--- src/rtl/id_ex_stage_if.sv ---
// id_ex_stage_if: bundle between the decode stage and the ID/EX register.
//   master : decode side, drives decode/forwarding inputs, observes EX outputs
//   slave  : id_ex_stage, consumes decode inputs, drives registered EX outputs
// Signals:
//   stall, flush, in_valid            control for the register slot
//   rd1, rd2, rs, rt                  register operands and their addresses
//   imm, immse, alusrc, aluop         immediate, extension mode, B select, ALU op
//   regwrite, waddr                   destination write enable / address
//   em_regwrite, em_waddr, em_result  EX/MEM forwarding source
//   mw_regwrite, mw_waddr, mw_result  MEM/WB forwarding source
//   a, b, op, out_valid, regwrite_e, waddr_e, stall_cnt  registered EX outputs
interface id_ex_stage_if #(
  parameter int unsigned WIDTH = 32,
  parameter int unsigned OPW   = 3,
  parameter int unsigned REGW  = 5,
  parameter int unsigned CNTW  = 16
);
  logic             stall;
  logic             flush;
  logic             in_valid;
  logic [WIDTH-1:0] rd1;
  logic [WIDTH-1:0] rd2;
  logic [REGW-1:0]  rs;
  logic [REGW-1:0]  rt;
  logic [15:0]      imm;
  logic             immse;
  logic             alusrc;
  logic [OPW-1:0]   aluop;
  logic             regwrite;
  logic [REGW-1:0]  waddr;
  logic             em_regwrite;
  logic [REGW-1:0]  em_waddr;
  logic [WIDTH-1:0] em_result;
  logic             mw_regwrite;
  logic [REGW-1:0]  mw_waddr;
  logic [WIDTH-1:0] mw_result;
  logic [WIDTH-1:0] a;
  logic [WIDTH-1:0] b;
  logic [OPW-1:0]   op;
  logic             out_valid;
  logic             regwrite_e;
  logic [REGW-1:0]  waddr_e;
  logic [CNTW-1:0]  stall_cnt;

  modport master (
    output stall, flush, in_valid, rd1, rd2, rs, rt, imm, immse, alusrc, aluop,
           regwrite, waddr, em_regwrite, em_waddr, em_result,
           mw_regwrite, mw_waddr, mw_result,
    input  a, b, op, out_valid, regwrite_e, waddr_e, stall_cnt
  );

  modport slave (
    input  stall, flush, in_valid, rd1, rd2, rs, rt, imm, immse, alusrc, aluop,
           regwrite, waddr, em_regwrite, em_waddr, em_result,
           mw_regwrite, mw_waddr, mw_result,
    output a, b, op, out_valid, regwrite_e, waddr_e, stall_cnt
  );
endinterface

--- src/rtl/id_ex_stage.sv ---
// id_ex_stage: ID->EX pipeline register in front of the execute ALU.
// Operand B selection (register vs extended immediate) and optional EX/MEM,
// MEM/WB forwarding are resolved combinationally before the register, so the
// ALU only sees registered a/b/op. Supports stall (hold), flush (bubble),
// a valid bit and a saturating count of stalled valid cycles.
// Ports:
//   clk  rising-edge clock
//   rst  synchronous reset, active-high
//   bus  id_ex_stage_if.slave (decode inputs in, registered EX outputs out)
// Configuration:
//   ID_EX_FWD_EN  defined   -> forwarding muxes on operands A and B (rt path)
//                 undefined -> operands come straight from rd1/rd2; em_*/mw_*
//                              are ignored and hazards need external stalls
module id_ex_stage #(
  parameter int unsigned WIDTH = 32,
  parameter int unsigned OPW   = 3,
  parameter int unsigned REGW  = 5,
  parameter int unsigned CNTW  = 16
) (
  input logic         clk,
  input logic         rst,
  id_ex_stage_if.slave bus
);

  logic [WIDTH-1:0] ext_imm;
  logic [WIDTH-1:0] opa_next;
  logic [WIDTH-1:0] rt_val;
  logic [WIDTH-1:0] opb_next;

`ifdef ID_EX_FWD_EN
  // EX/MEM is checked first so the younger result wins; r0 is never forwarded.
  function automatic logic [WIDTH-1:0] fwd(
    input logic [REGW-1:0]  r,
    input logic [WIDTH-1:0] d,
    input logic             emw,
    input logic [REGW-1:0]  ema,
    input logic [WIDTH-1:0] emr,
    input logic             mww,
    input logic [REGW-1:0]  mwa,
    input logic [WIDTH-1:0] mwr
  );
    logic [WIDTH-1:0] v;
    v = d;
    if (r != '0) begin
      if (emw && (ema == r))      v = emr;
      else if (mww && (mwa == r)) v = mwr;
    end
    return v;
  endfunction

  always_comb begin
    opa_next = fwd(bus.rs, bus.rd1, bus.em_regwrite, bus.em_waddr, bus.em_result,
                   bus.mw_regwrite, bus.mw_waddr, bus.mw_result);
    rt_val   = fwd(bus.rt, bus.rd2, bus.em_regwrite, bus.em_waddr, bus.em_result,
                   bus.mw_regwrite, bus.mw_waddr, bus.mw_result);
  end
`else
  logic unused_fwd;

  always_comb begin
    opa_next = bus.rd1;
    rt_val   = bus.rd2;
  end

  assign unused_fwd = ^{bus.rs, bus.rt, bus.em_regwrite, bus.em_waddr, bus.em_result,
                        bus.mw_regwrite, bus.mw_waddr, bus.mw_result};
`endif

  // Upper bits replicate imm[15] only when sign extension is selected.
  always_comb begin
    ext_imm  = {{(WIDTH-16){bus.imm[15] & bus.immse}}, bus.imm};
    opb_next = bus.alusrc ? ext_imm : rt_val;
  end

  always_ff @(posedge clk) begin
    if (rst) begin
      bus.a          <= '0;
      bus.b          <= '0;
      bus.op         <= '0;
      bus.out_valid  <= 1'b0;
      bus.regwrite_e <= 1'b0;
      bus.waddr_e    <= '0;
      bus.stall_cnt  <= '0;
    end else if (bus.flush) begin
      bus.a          <= '0;
      bus.b          <= '0;
      bus.op         <= '0;
      bus.out_valid  <= 1'b0;
      bus.regwrite_e <= 1'b0;
      bus.waddr_e    <= '0;
    end else if (bus.stall) begin
      if (bus.out_valid && (bus.stall_cnt != '1)) begin
        bus.stall_cnt <= bus.stall_cnt + CNTW'(1);
      end
    end else begin
      bus.a          <= opa_next;
      bus.b          <= opb_next;
      bus.op         <= bus.aluop;
      bus.out_valid  <= bus.in_valid;
      bus.regwrite_e <= bus.regwrite & bus.in_valid;
      bus.waddr_e    <= bus.waddr;
    end
  end

endmodule

--- src/flat_wrapper.sv ---
// flat-port wrapper written by rule: the top's interface ports become plain ports
module id_ex_stage_flat 
#(
  parameter int unsigned WIDTH = 32,
  parameter int unsigned OPW   = 3,
  parameter int unsigned REGW  = 5,
  parameter int unsigned CNTW  = 16
)
  (clk, rst, bus_stall, bus_flush, bus_in_valid, bus_rd1, bus_rd2, bus_rs, bus_rt, bus_imm, bus_immse, bus_alusrc, bus_aluop, bus_regwrite, bus_waddr, bus_em_regwrite, bus_em_waddr, bus_em_result, bus_mw_regwrite, bus_mw_waddr, bus_mw_result, bus_a, bus_b, bus_op, bus_out_valid, bus_regwrite_e, bus_waddr_e, bus_stall_cnt);
  id_ex_stage_if #(.WIDTH(WIDTH), .OPW(OPW), .REGW(REGW), .CNTW(CNTW)) bus_i ();
  input logic clk;
  input logic rst;
  input wire logic [$bits(bus_i.stall)-1:0] bus_stall;
  input wire logic [$bits(bus_i.flush)-1:0] bus_flush;
  input wire logic [$bits(bus_i.in_valid)-1:0] bus_in_valid;
  input wire logic [$bits(bus_i.rd1)-1:0] bus_rd1;
  input wire logic [$bits(bus_i.rd2)-1:0] bus_rd2;
  input wire logic [$bits(bus_i.rs)-1:0] bus_rs;
  input wire logic [$bits(bus_i.rt)-1:0] bus_rt;
  input wire logic [$bits(bus_i.imm)-1:0] bus_imm;
  input wire logic [$bits(bus_i.immse)-1:0] bus_immse;
  input wire logic [$bits(bus_i.alusrc)-1:0] bus_alusrc;
  input wire logic [$bits(bus_i.aluop)-1:0] bus_aluop;
  input wire logic [$bits(bus_i.regwrite)-1:0] bus_regwrite;
  input wire logic [$bits(bus_i.waddr)-1:0] bus_waddr;
  input wire logic [$bits(bus_i.em_regwrite)-1:0] bus_em_regwrite;
  input wire logic [$bits(bus_i.em_waddr)-1:0] bus_em_waddr;
  input wire logic [$bits(bus_i.em_result)-1:0] bus_em_result;
  input wire logic [$bits(bus_i.mw_regwrite)-1:0] bus_mw_regwrite;
  input wire logic [$bits(bus_i.mw_waddr)-1:0] bus_mw_waddr;
  input wire logic [$bits(bus_i.mw_result)-1:0] bus_mw_result;
  output wire logic [$bits(bus_i.a)-1:0] bus_a;
  output wire logic [$bits(bus_i.b)-1:0] bus_b;
  output wire logic [$bits(bus_i.op)-1:0] bus_op;
  output wire logic [$bits(bus_i.out_valid)-1:0] bus_out_valid;
  output wire logic [$bits(bus_i.regwrite_e)-1:0] bus_regwrite_e;
  output wire logic [$bits(bus_i.waddr_e)-1:0] bus_waddr_e;
  output wire logic [$bits(bus_i.stall_cnt)-1:0] bus_stall_cnt;
  assign bus_i.stall = bus_stall;
  assign bus_i.flush = bus_flush;
  assign bus_i.in_valid = bus_in_valid;
  assign bus_i.rd1 = bus_rd1;
  assign bus_i.rd2 = bus_rd2;
  assign bus_i.rs = bus_rs;
  assign bus_i.rt = bus_rt;
  assign bus_i.imm = bus_imm;
  assign bus_i.immse = bus_immse;
  assign bus_i.alusrc = bus_alusrc;
  assign bus_i.aluop = bus_aluop;
  assign bus_i.regwrite = bus_regwrite;
  assign bus_i.waddr = bus_waddr;
  assign bus_i.em_regwrite = bus_em_regwrite;
  assign bus_i.em_waddr = bus_em_waddr;
  assign bus_i.em_result = bus_em_result;
  assign bus_i.mw_regwrite = bus_mw_regwrite;
  assign bus_i.mw_waddr = bus_mw_waddr;
  assign bus_i.mw_result = bus_mw_result;
  assign bus_a = bus_i.a;
  assign bus_b = bus_i.b;
  assign bus_op = bus_i.op;
  assign bus_out_valid = bus_i.out_valid;
  assign bus_regwrite_e = bus_i.regwrite_e;
  assign bus_waddr_e = bus_i.waddr_e;
  assign bus_stall_cnt = bus_i.stall_cnt;
  id_ex_stage #(.WIDTH(WIDTH), .OPW(OPW), .REGW(REGW), .CNTW(CNTW)) u_core (.clk(clk), .rst(rst), .bus(bus_i));
endmodule
--- config.mk ---
export PLATFORM = sky130hd
export DESIGN_NAME = id_ex_stage_flat
export DESIGN_NICKNAME = d
export VERILOG_FILES = /design/src/rtl/id_ex_stage_if.sv /design/src/rtl/id_ex_stage.sv /design/src/flat_wrapper.sv
export SDC_FILE = /design/constraint.sdc
export NUM_CORES = 1
export LEC_CHECK = 0
export BUFFER_PORTS_ARGS = -buffer_cell sky130_fd_sc_hd__clkbuf_2
export CAP_MARGIN = 5
export CELL_PAD_IN_SITES_DETAIL_PLACEMENT = 0
export CELL_PAD_IN_SITES_GLOBAL_PLACEMENT = 1
export CORE_MARGIN = 2
export CORE_UTILIZATION = 29
export CTS_BUF_LIST = sky130_fd_sc_hd__clkbuf_8
export DETAILED_ROUTE_END_ITERATION = 12
export GPL_TIMING_DRIVEN = 0
export PLACE_DENSITY_LB_ADDON = 0.1
export SYNTH_ARGS = -nofsm -noshare
export SYNTH_HDL_FRONTEND = slang
export SYNTH_SLANG_ARGS = --single-unit
--- constraint.sdc ---
create_clock -name clk -period 2.1 [get_ports clk]
set_input_delay 0.63 -clock clk [delete_from_list [all_inputs] [get_ports clk]]
set_output_delay 0.63 -clock clk [all_outputs]
set_load 0.02 [all_outputs]
==> results of run 1 <==
[worst max path at each step]
stage                                       start  slack [ns]                      end  cells past startpoint
after floorplan           u_core.bus.stall_cnt[0]        0.17  u_core.bus.stall_cnt[0]                      6
after global placement                  bus_stall       -0.26    u_core.bus.waddr_e[1]                      5
after detailed placement                bus_stall       -0.30    u_core.bus.waddr_e[1]                      5
after CTS                 u_core.bus.stall_cnt[0]        0.02  u_core.bus.stall_cnt[0]                      6
after global routing      u_core.bus.stall_cnt[1]       0.006  u_core.bus.stall_cnt[0]                      6
final                     u_core.bus.stall_cnt[1]        0.13  u_core.bus.stall_cnt[0]                      6
[flip-flops by register name, indices dropped and copies added (netlist names)]
| signal | count |
|---|---|
| u_core.bus.a | 32 |
| u_core.bus.b | 32 |
| u_core.bus.stall_cnt | 16 |
| u_core.bus.waddr_e | 5 |
| u_core.bus.op | 3 |
| u_core.bus.out_valid | 1 |
| u_core.bus.regwrite_e | 1 |
[metrics by stage]
stage	setup TNS, ns	setup slack [ns]
floorplan	0	0.167
global placement	-4.06	-0.262
detailed placement	-4.62	-0.297
CTS	0	0.0176
global route	0	0.00640
finish	0	0.134
[timing repair]
action | in CTS | in global routing
gates resized for setup | 1 | 4
endpoints found under the setup margin | 1 | 9
setup buffers | 0 | 0
pin swaps | 0 | 0
[report_power, final]
group	switching, W	internal (W)
registers	0.0000266	0.00176
clock network	0.000624	0.000611
logic	0.000246	0.000189
[cell type report]
class	instances	share of cell area
inverter	17	0.0126
buffer	27	0.0223
tap	172	0.0426
multi-input combinational	262	0.342
clock buffer	11	0.0300
timing repair buffer	184	0.182
clock inverter	4	0.0102
sequential	90	0.357
[tightest hold or removal path, delay by kind of cell, from the launching register on]
kind / cells / cell delay, ns
AO/OA/AOI/OAI: 1 / 0.06
flip-flops: 1 / 0.32
buffers and inverters: 1 / 0.05
[placed cells by master, fill, tap and decap left out, types with 2 or more instances in the layout]
| master | synthesis | final |
|---|---|---|
| o2111a_1 | 2 | 2 |
| mux2_1 | 2 | 2 |
| mux2i_1 | 58 | 58 |
| buf_2 | 6 | 5 |
| a31oi_1 | 3 | 3 |
| a221oi_1 | 16 | 16 |
| a21oi_1 | 28 | 28 |
| and3_1 | 2 | 2 |
| nand4_1 | 6 | 6 |
| inv_1 | 17 | 18 |
| nor2_1 | 78 | 78 |
| or4_1 | 4 | 4 |
| nor2b_1 | 2 | 2 |
| dfxtp_1 | 90 | 89 |
| or3_1 | 6 | 6 |
| o21ai_0 | 3 | 3 |
| nor3_1 | 2 | 2 |
| nand2_1 | 7 | 7 |
| clkbuf_8 | 0 | 11 |
| clkbuf_1 | 19 | 19 |
| nand2b_1 | 18 | 18 |
| clkbuf_2 | 0 | 185 |
| o21ai_1 | 3 | 3 |
| o31ai_1 | 4 | 4 |
[kinds of logic after synthesis]
kind of cell,share of synthesized area
AO/OA/AOI/OAI,0.112
adder cells (fa/ha/maj),0.00339
buffers and inverters,0.0468
flip-flops,0.488
multiplexers,0.163
AND/OR/NAND/NOR,0.186
[metal layers]
metal,part of all wire,up-vias,GRT usage
li1,-,1770,-
met1,0.43,1588,0.186
met2,0.48,108,0.258
met3,0.075,14,0.0525
met4,0.022,0,0.0761
met5,0,-,0
==> impl_metrics.csv, run 1 <==
group,metric,value,unit
worst_setup_path,cp.arrival,2.23,ns
worst_setup_path,reg2reg_depth,6,
pwr,ir_worst_vdd,0.272,mV
worst_setup_path,startpoint_type,"flop",
finish,fin_area,5050,µm²
logic_synthesis,yosys.cell_types.count,40,
clocking,clock_path_buffers,2,
route,num_vias,3480,
sta,timing.hold.ws,0.476,ns
sta,setup_violations,0,
worst_setup_path,path_class,"reg2reg",
sta,fin_crit_sh,0.936,
route,ant_nets,0,
logic_synthesis,yosys_most_used_dff,"dfxtp_1",
outcome,status,"complete, no violations",
logic_synthesis,synth-async-reset-ratio,0,
worst_setup_path,required,2.36,ns
worst_setup_path,critPathSlowestCell,"dfxtp_1",
clocking,htree_levels,3,
floorplan,row_count,41,
placed_design,gp_congestion,0.732,
logic_synthesis,synth_most_common_cell,"dfxtp_1",
worst_setup_path,slowest_delay,0.43,ns
flow_run,drv_cap,0,
global_routing,grt_overflow_total,0,
floorplan,ioPinCount,272,
floorplan,die_h,117,µm
logic_synthesis,synth_common_cells,"90 x dfxtp_1, 78 x nor2_1, 58 x mux2i_1, 28 x a21oi_1, 19 x clkbuf_1",
sta,slew_headroom,0.546,
clocking,clk_pin_slew,0.09,ns
worst_setup_path,path_cells,"ha_2, nand4_4, nor4_4, clkbuf_4, nor2_1, mux2_1",
floorplan,die_area,13600,µm²
pwr,power_density,684,nW/µm²
logic_synthesis,ys_ff_latch,90,
floorplan,fp.dieW,117,µm
global_routing,grt_use_total,0.157,
worst_setup_path,reg2reg_from,"u_core.bus.stall_cnt[1]",
route,wirelength,10.6,mm
placed_design,dpl_cell_area,4830,µm²
global_routing,grt_antenna_before_repair,0,
sta,fmax,0.509,GHz
clocking,insertion_delay,0.37,ns
global_routing,grt_max_degree,15,
finish,multi_input_area,1730,µm²
placed_design,dp_cells,752,
finish,antenna_cells,0,
worst_setup_path,path_buf_inv,1,
logic_synthesis,syn_nets,579,
logic_synthesis,synth_area_per_cell,9.32,µm²
sta,maxSlewViolCount,0,
worst_hold_path,hold_path_end,"u_core.bus.b[31]",
worst_setup_path,r2r_end,"u_core.bus.stall_cnt[0]",
clocking,cts_tree,"yes",
floorplan,coreArea,12500,µm²
pwr,power.total,0.00345,W
sta,fin_crit,1.97,ns
floorplan,start_util,0.295,
worst_setup_path,endpoint_kind,"flop",
sta,skew,0.00470,ns
route,wl_per_cell,13.8,µm
placed_design,port_buffers,184,
finish,final_cells,767,
route,drc_errors,0,
finish,fin_util,0.403,
clocking,clock-root-buffer,"clkbuf_8",
worst_setup_path,critical_path.top_delay_family,"simple AND/OR/NAND/NOR gates",
sta,rsz0062_at_grt,"no",
logic_synthesis,seq_area_frac_synth,0.488,
logic_synthesis,syn_inst,396,
placed_design,dp_hpwl,8.15,mm
route,drtPass1Iterations,4,
worst_setup_path,r2r_slack,0.13,ns
global_routing,grt_pass1_vias,3377,
sta,timing.final.hold_violations,0,
pwr,leakage,2.38,nW
global_routing,grt_pass1_wl,16.5,mm
finish,syn_to_final_growth,36.7,%
worst_hold_path,hold_class,"reg2reg",
worst_hold_path,worst_hold_path.num_cells,2,
finish,fill_cells,1343,
clocking,numCtsBuffers,9,
route,drtIter0Drc,131,
logic_synthesis,synth_area,3690,µm²
logic_synthesis,yosysTopAreaCell,"dfxtp_1",
route,vias_per_cell,4.54,
finish,nets,774,
clocking,holdBufCountCts,0,
logic_synthesis,synth_edf_count,0,
finish,seq_area,1800,µm²
sta,worstMarginPinSlew,0.678,ns
logic_synthesis,synth_top_area_share,0.488,
logic_synthesis,synthTopCellsByArea,"dfxtp_1 49%, mux2i_1 16%, nor2_1 7.9%",
clocking,cts.sinks,90,
worst_hold_path,hp-start,"u_core.bus.b[31]",
logic_synthesis,yosysWarnings,0,
finish,final_layout_size_suffix_gt1_frac,0.356,
worst_setup_path,cp_max_fo,10,
(Power assumes the default switching activity.)
==> run 2: changes to the inputs <==
BUFFER_PORTS_ARGS = -buffer_cell sky130_fd_sc_hd__buf_2   (was -buffer_cell sky130_fd_sc_hd__clkbuf_2)
==> impl_metrics.csv, run 2 (same netlist as run 1, synthesis figures left out) <==
group,metric,value,unit
pwr,ir_worst_vdd,0.276,mV
sta,maxSlewViolCount,0,
clocking,clock-root-buffer,"clkbuf_8",
pwr,p_sw,0.000901,W
sta,timing.final.hold_violations,0,
floorplan,die_h,117,µm
route,num_vias,3484,
finish,fin_area,5070,µm²
route,wirelength,10.7,mm
route,vias_per_cell,4.54,
global_routing,grt_pass1_wl,16.6,mm
sta,slew_headroom,0.532,
outcome,status,"complete, no violations",
floorplan,start_util,0.295,
finish,layout_commonest_cell,"buf_2",
route,drc_errors,0,
placed_design,port_buffers,184,
clocking,htree_levels,3,
worst_hold_path,hold_class,"reg2reg",
finish,antenna_cells,0,
floorplan,coreArea,12500,µm²
global_routing,grt_antenna_before_repair,0,
global_routing,grt_overflow_total,0,
sta,rsz0062_at_grt,"no",
floorplan,fp.dieW,117,µm
sta,timing.hold.ws,0.473,ns
worst_setup_path,reg2reg_from,"u_core.bus.stall_cnt[1]",
finish,final_layout_size_suffix_gt1_frac,0.357,
global_routing,grt_use_total,0.158,
floorplan,row_count,41,
clocking,clk_pin_slew,0.09,ns
pwr,power_density,705,nW/µm²
pwr,clkPwrFrac,0.380,
flow_run,drv_cap,0,
worst_setup_path,reg2reg_depth,6,
route,drtPass1Iterations,4,
route,drtIter0Drc,101,
pwr,pwr-share-seq,0.497,
sta,worstMarginPinSlew,0.699,ns
finish,most-common-layout-cells,"189 x buf_2, 89 x dfxtp_1, 78 x nor2_1, 58 x mux2i_1, 28 x a21oi_1",
sta,fin_crit,1.90,ns
clocking,insertion_delay,0.37,ns
sta,setup_violations,0,
finish,top_regs,"u_core.bus.a: 32 flops, u_core.bus.b: 32 flops, u_core.bus.stall_cnt: 16 flops",
worst_setup_path,cp_max_fo,8,
worst_hold_path,hp-start,"u_core.bus.b[24]",
worst_setup_path,r2r_slack,0.20,ns
placed_design,dpl_cell_area,4830,µm²
worst_hold_path,worst_hold_path.num_cells,2,
placed_design,dp_hpwl,8.16,mm
worst_setup_path,required,2.41,ns
worst_setup_path,path_class,"reg2reg",
sta,fmax,0.526,GHz
worst_setup_path,startpoint_type,"flop",
global_routing,grt_max_degree,15,
pwr,swShare,0.252,
worst_setup_path,cp.arrival,2.21,ns
worst_hold_path,hold_path_end,"u_core.bus.b[24]",
route,wl_per_cell,14.0,µm
global_routing,grt_pass1_vias,3353,
worst_setup_path,endpoint_kind,"flop",
finish,nets,774,
clocking,clock_path_buffers,2,
pwr,p_int,0.00268,W
sta,skew,0.00816,ns
sta,fin_crit_sh,0.905,
floorplan,die_area,13600,µm²
floorplan,ioPinCount,272,
placed_design,gp_congestion,0.726,
clocking,postCtsSetupBuffers,0,
clocking,numCtsBuffers,9,
clocking,cts_tree,"yes",
worst_setup_path,r2r_end,"u_core.bus.stall_cnt[6]",
route,ant_nets,0,
pwr,p_comb_frac,0.122,
finish,syn_to_final_growth,37.4,%
pwr,leakage,2.45,nW
clocking,cts.sinks,90,
run 2: layout make-up:
type / instances / area [µm²]
buffer: 27 / 113
clock buffer: 11 / 151
clock inverter: 5 / 77.6
fill: 1327 / 7440
inverter: 17 / 63.8
multi-input combinational: 262 / 1730
sequential: 90 / 1800
tap: 172 / 215
timing repair buffer: 184 / 921
run 2: through the flow:
step	utilization	power, W	setup slack [ns]	instances	TNS, ns
finish	0.405	0.00358	0.199	768	0
global route	0.405	0.00375	0.0614	768	0
CTS	0.405	0.00365	0.0416	768	0
detailed placement	0.386	0.00227	-0.261	752	-4.02
global placement	0.386	0.00226	-0.246	752	-3.75
floorplan	-	0.00207	0.167	396	0
run 2: what timing repair did:
action	CTS	global route
gates resized for setup	1	4
gates cloned	0	0
hold buffers	0	0
setup endpoints to repair	1	3
pin swaps	0	1
run 2: worst max-delay path: stages, from the launching register on:
cell and delay, ns:
dfxtp_1 0.42, ha_2 0.26, nand4_4 0.17, or2_0 0.24
buf_2 0.16, or4_1 0.46, a21oi_1 0.14
run 2: routing by layer:
layer	GRT usage	vias up	wire, µm
li1	-	1766	-
met3	0.0556	12	810
met4	0.0682	0	187
met1	0.187	1608	4590
met2	0.261	98	5140
met5	0	-	0
run 2: power by group through the flow:
stage | sequential, W | combinational (W) | clock [W]
6_report | 0.00178 | 0.000438 | 0.00136
5_1_grt | 0.00179 | 0.000487 | 0.00148
3_5_place_dp | 0.00182 | 0.000446 | 0
3_3_place_gp | 0.00182 | 0.000441 | 0
2_1_floorplan | 0.00188 | 0.000191 | 0
4_1_cts | 0.00178 | 0.000447 | 0.00142
run 2: how the worst max path moves through the flow:
| stage | start | slack [ns] | end |
|---|---|---|---|
| 3_5_place_dp | bus_stall | -0.26 | u_core.bus.waddr_e[1] |
| 3_3_place_gp | bus_stall | -0.25 | u_core.bus.waddr_e[1] |
| 4_1_cts | u_core.bus.stall_cnt[0] | 0.04 | u_core.bus.stall_cnt[0] |
| 6_report | u_core.bus.stall_cnt[1] | 0.20 | u_core.bus.stall_cnt[6] |
| 5_1_grt | u_core.bus.stall_cnt[10] | 0.06 | u_core.bus.stall_cnt[0] |
| 2_1_floorplan | u_core.bus.stall_cnt[0] | 0.17 | u_core.bus.stall_cnt[0] |
==> run 3: changes to the inputs <==
REMOVE_ABC_BUFFERS = 1   (was not set)
==> impl_metrics.csv, run 3 (same netlist as run 1, synthesis figures left out) <==
group,metric,value,unit
outcome,status,"complete, no violations",
worst_setup_path,required,2.40,ns
route,drtIter0Drc,175,
worst_setup_path,path_cells,"buf_12, buf_16, nand4_1, or2_1, or4_1, a21oi_1",
finish,syn_to_final_growth,36.4,%
placed_design,post-place-ws,-0.704,ns
finish,final_layout_size_suffix_gt1_frac,0.369,
finish,nets,751,
clocking,cts_tree,"yes",
global_routing,grt_antenna_before_repair,3,
placed_design,port_buffers,185,
worst_setup_path,cp.arrival,2.30,ns
clocking,clock-root-buffer,"clkbuf_8",
worst_setup_path,endpoint_kind,"flop",
clocking,insertion_delay,0.36,ns
sta,worstMarginPinSlew,0.881,ns
floorplan,start_util,0.295,
global_routing,grt_use_total,0.143,
sta,rsz0062_at_grt,"no",
floorplan,fp.dieW,117,µm
pwr,ir_worst_vdd,0.317,mV
global_routing,grt_max_degree,75,
sta,skew,0.00555,ns
worst_hold_path,hold_class,"reg2reg",
worst_setup_path,path_class,"in2reg",
clocking,clock_path_buffers,2,
clocking,postCtsSetupBuffers,0,
sta,timing.hold.ws,0.467,ns
floorplan,row_count,41,
global_routing,grt_overflow_total,0,
worst_setup_path,critPathSlowestCell,"or4_1",
finish,final_cells,745,
pwr,leakage,2.44,nW
floorplan,die_h,117,µm
sta,timing.final.hold_violations,0,
sta,final.setup.worst_slack,0.0919,ns
finish,fin_util,0.402,
clocking,numCtsBuffers,9,
route,wl_per_cell,13.6,µm
worst_setup_path,startpoint_type,"input pin",
placed_design,gp_congestion,0.743,
sta,slew_headroom,0.412,
finish,top_regs,"u_core.bus.a: 32 flops, u_core.bus.b: 32 flops, u_core.bus.stall_cnt: 16 flops",
route,wirelength,10.1,mm
finish,layout_commonest_cell,"buf_2",
worst_setup_path,critical_path.top_delay_family,"simple AND/OR/NAND/NOR gates",
finish,most-common-layout-cells,"184 x buf_2, 88 x dfxtp_1, 78 x nor2_1, 58 x mux2i_1, 28 x a21oi_1",
floorplan,die_area,13600,µm²
route,drtPass1Iterations,4,
worst_setup_path,cp_max_fo,52,
global_routing,grt_pass1_vias,3007,
placed_design,dp_hpwl,6.98,mm
global_routing,grt_pass1_wl,15.1,mm
route,drc_errors,0,
sta,fin_crit,2.01,ns
sta,fmax,0.498,GHz
flow_run,drv_cap,0,
route,num_vias,3431,
floorplan,ioPinCount,272,
clocking,clk_pin_slew,0.08,ns
pwr,power_density,684,nW/µm²
worst_setup_path,path_buf_inv,2,
route,vias_per_cell,4.61,
sta,fin_crit_sh,0.956,
clocking,htree_levels,3,
worst_setup_path,slowest_delay,0.51,ns
clocking,cts.sinks,90,
route,ant_nets,0,
sta,setup_violations,0,
floorplan,coreArea,12500,µm²
sta,maxSlewViolCount,0,
placed_design,dp_cells,728,
[run 3: cell type report]
type	instances	area, µm²
Sequential cell	90	1800
Antenna cell	1	2.50
Clock buffer	12	165
Fill cell	1342	7480
Inverter	17	63.8
Timing Repair Buffer	188	1000
Multi-Input combinational cell	262	1740
Clock inverter	3	38.8
Tap cell	172	215
[run 3: path summary, 6_finish.rpt]
kind | startpoint | endpoint | slack [ns] | cells after the start
worst min register to register | u_core.bus.b[23] | u_core.bus.b[23] | 0.47 | 2
worst max-delay path | bus_stall | u_core.bus.stall_cnt[9] | 0.09 | 6
worst max register to register | u_core.bus.stall_cnt[0] | u_core.bus.stall_cnt[0] | 0.19 | 5
worst min-delay path | u_core.bus.b[23] | u_core.bus.b[23] | 0.47 | 2
[run 3: power breakdown]
| part | internal (W) | total [W] | switching, W |
|---|---|---|---|
| logic | 0.000195 | 0.000437 | 0.000242 |
| registers | 0.00175 | 0.00178 | 0.0000232 |
| clock network | 0.000636 | 0.00123 | 0.000590 |
| total | 0.00259 | 0.00344 | 0.000856 |
[run 3: worst register-to-register path, cell delays in order, from the launching register on]
cell and delay (ns):
dfxtp_1 0.42, ha_2 0.26, nand4_4 0.16, nor4_4 0.48, nor2_1 0.16, mux2_1 0.34
[run 3: what timing repair did]
item | in CTS | in global routing
hold buffers | 0 | 0
pin swaps | 0 | 2
cloned | 0 | 1
resized for setup | 4 | 6
endpoints found under the setup margin | 13 | 6
[run 3: metrics by stage]
step	TNS, ns	total power [W]	cell area, µm²
2_1_floorplan	-0.0155	0.00202	3580
3_3_place_gp	-83.43	0.00225	4720
3_5_place_dp	-9.32	0.00225	4760
4_1_cts	0	0.00351	4990
5_1_grt	0	0.00363	5030
6_report	0	0.00344	5030
[run 3: per-layer routing]
layer / vias to the layer above / GRT usage / share of wire
met5: - / 0 / 0.0024
met4: 4 / 0.0706 / 0.017
met3: 15 / 0.0659 / 0.11
met2: 124 / 0.206 / 0.42
met1: 1567 / 0.180 / 0.45
li1: 1721 / - / -
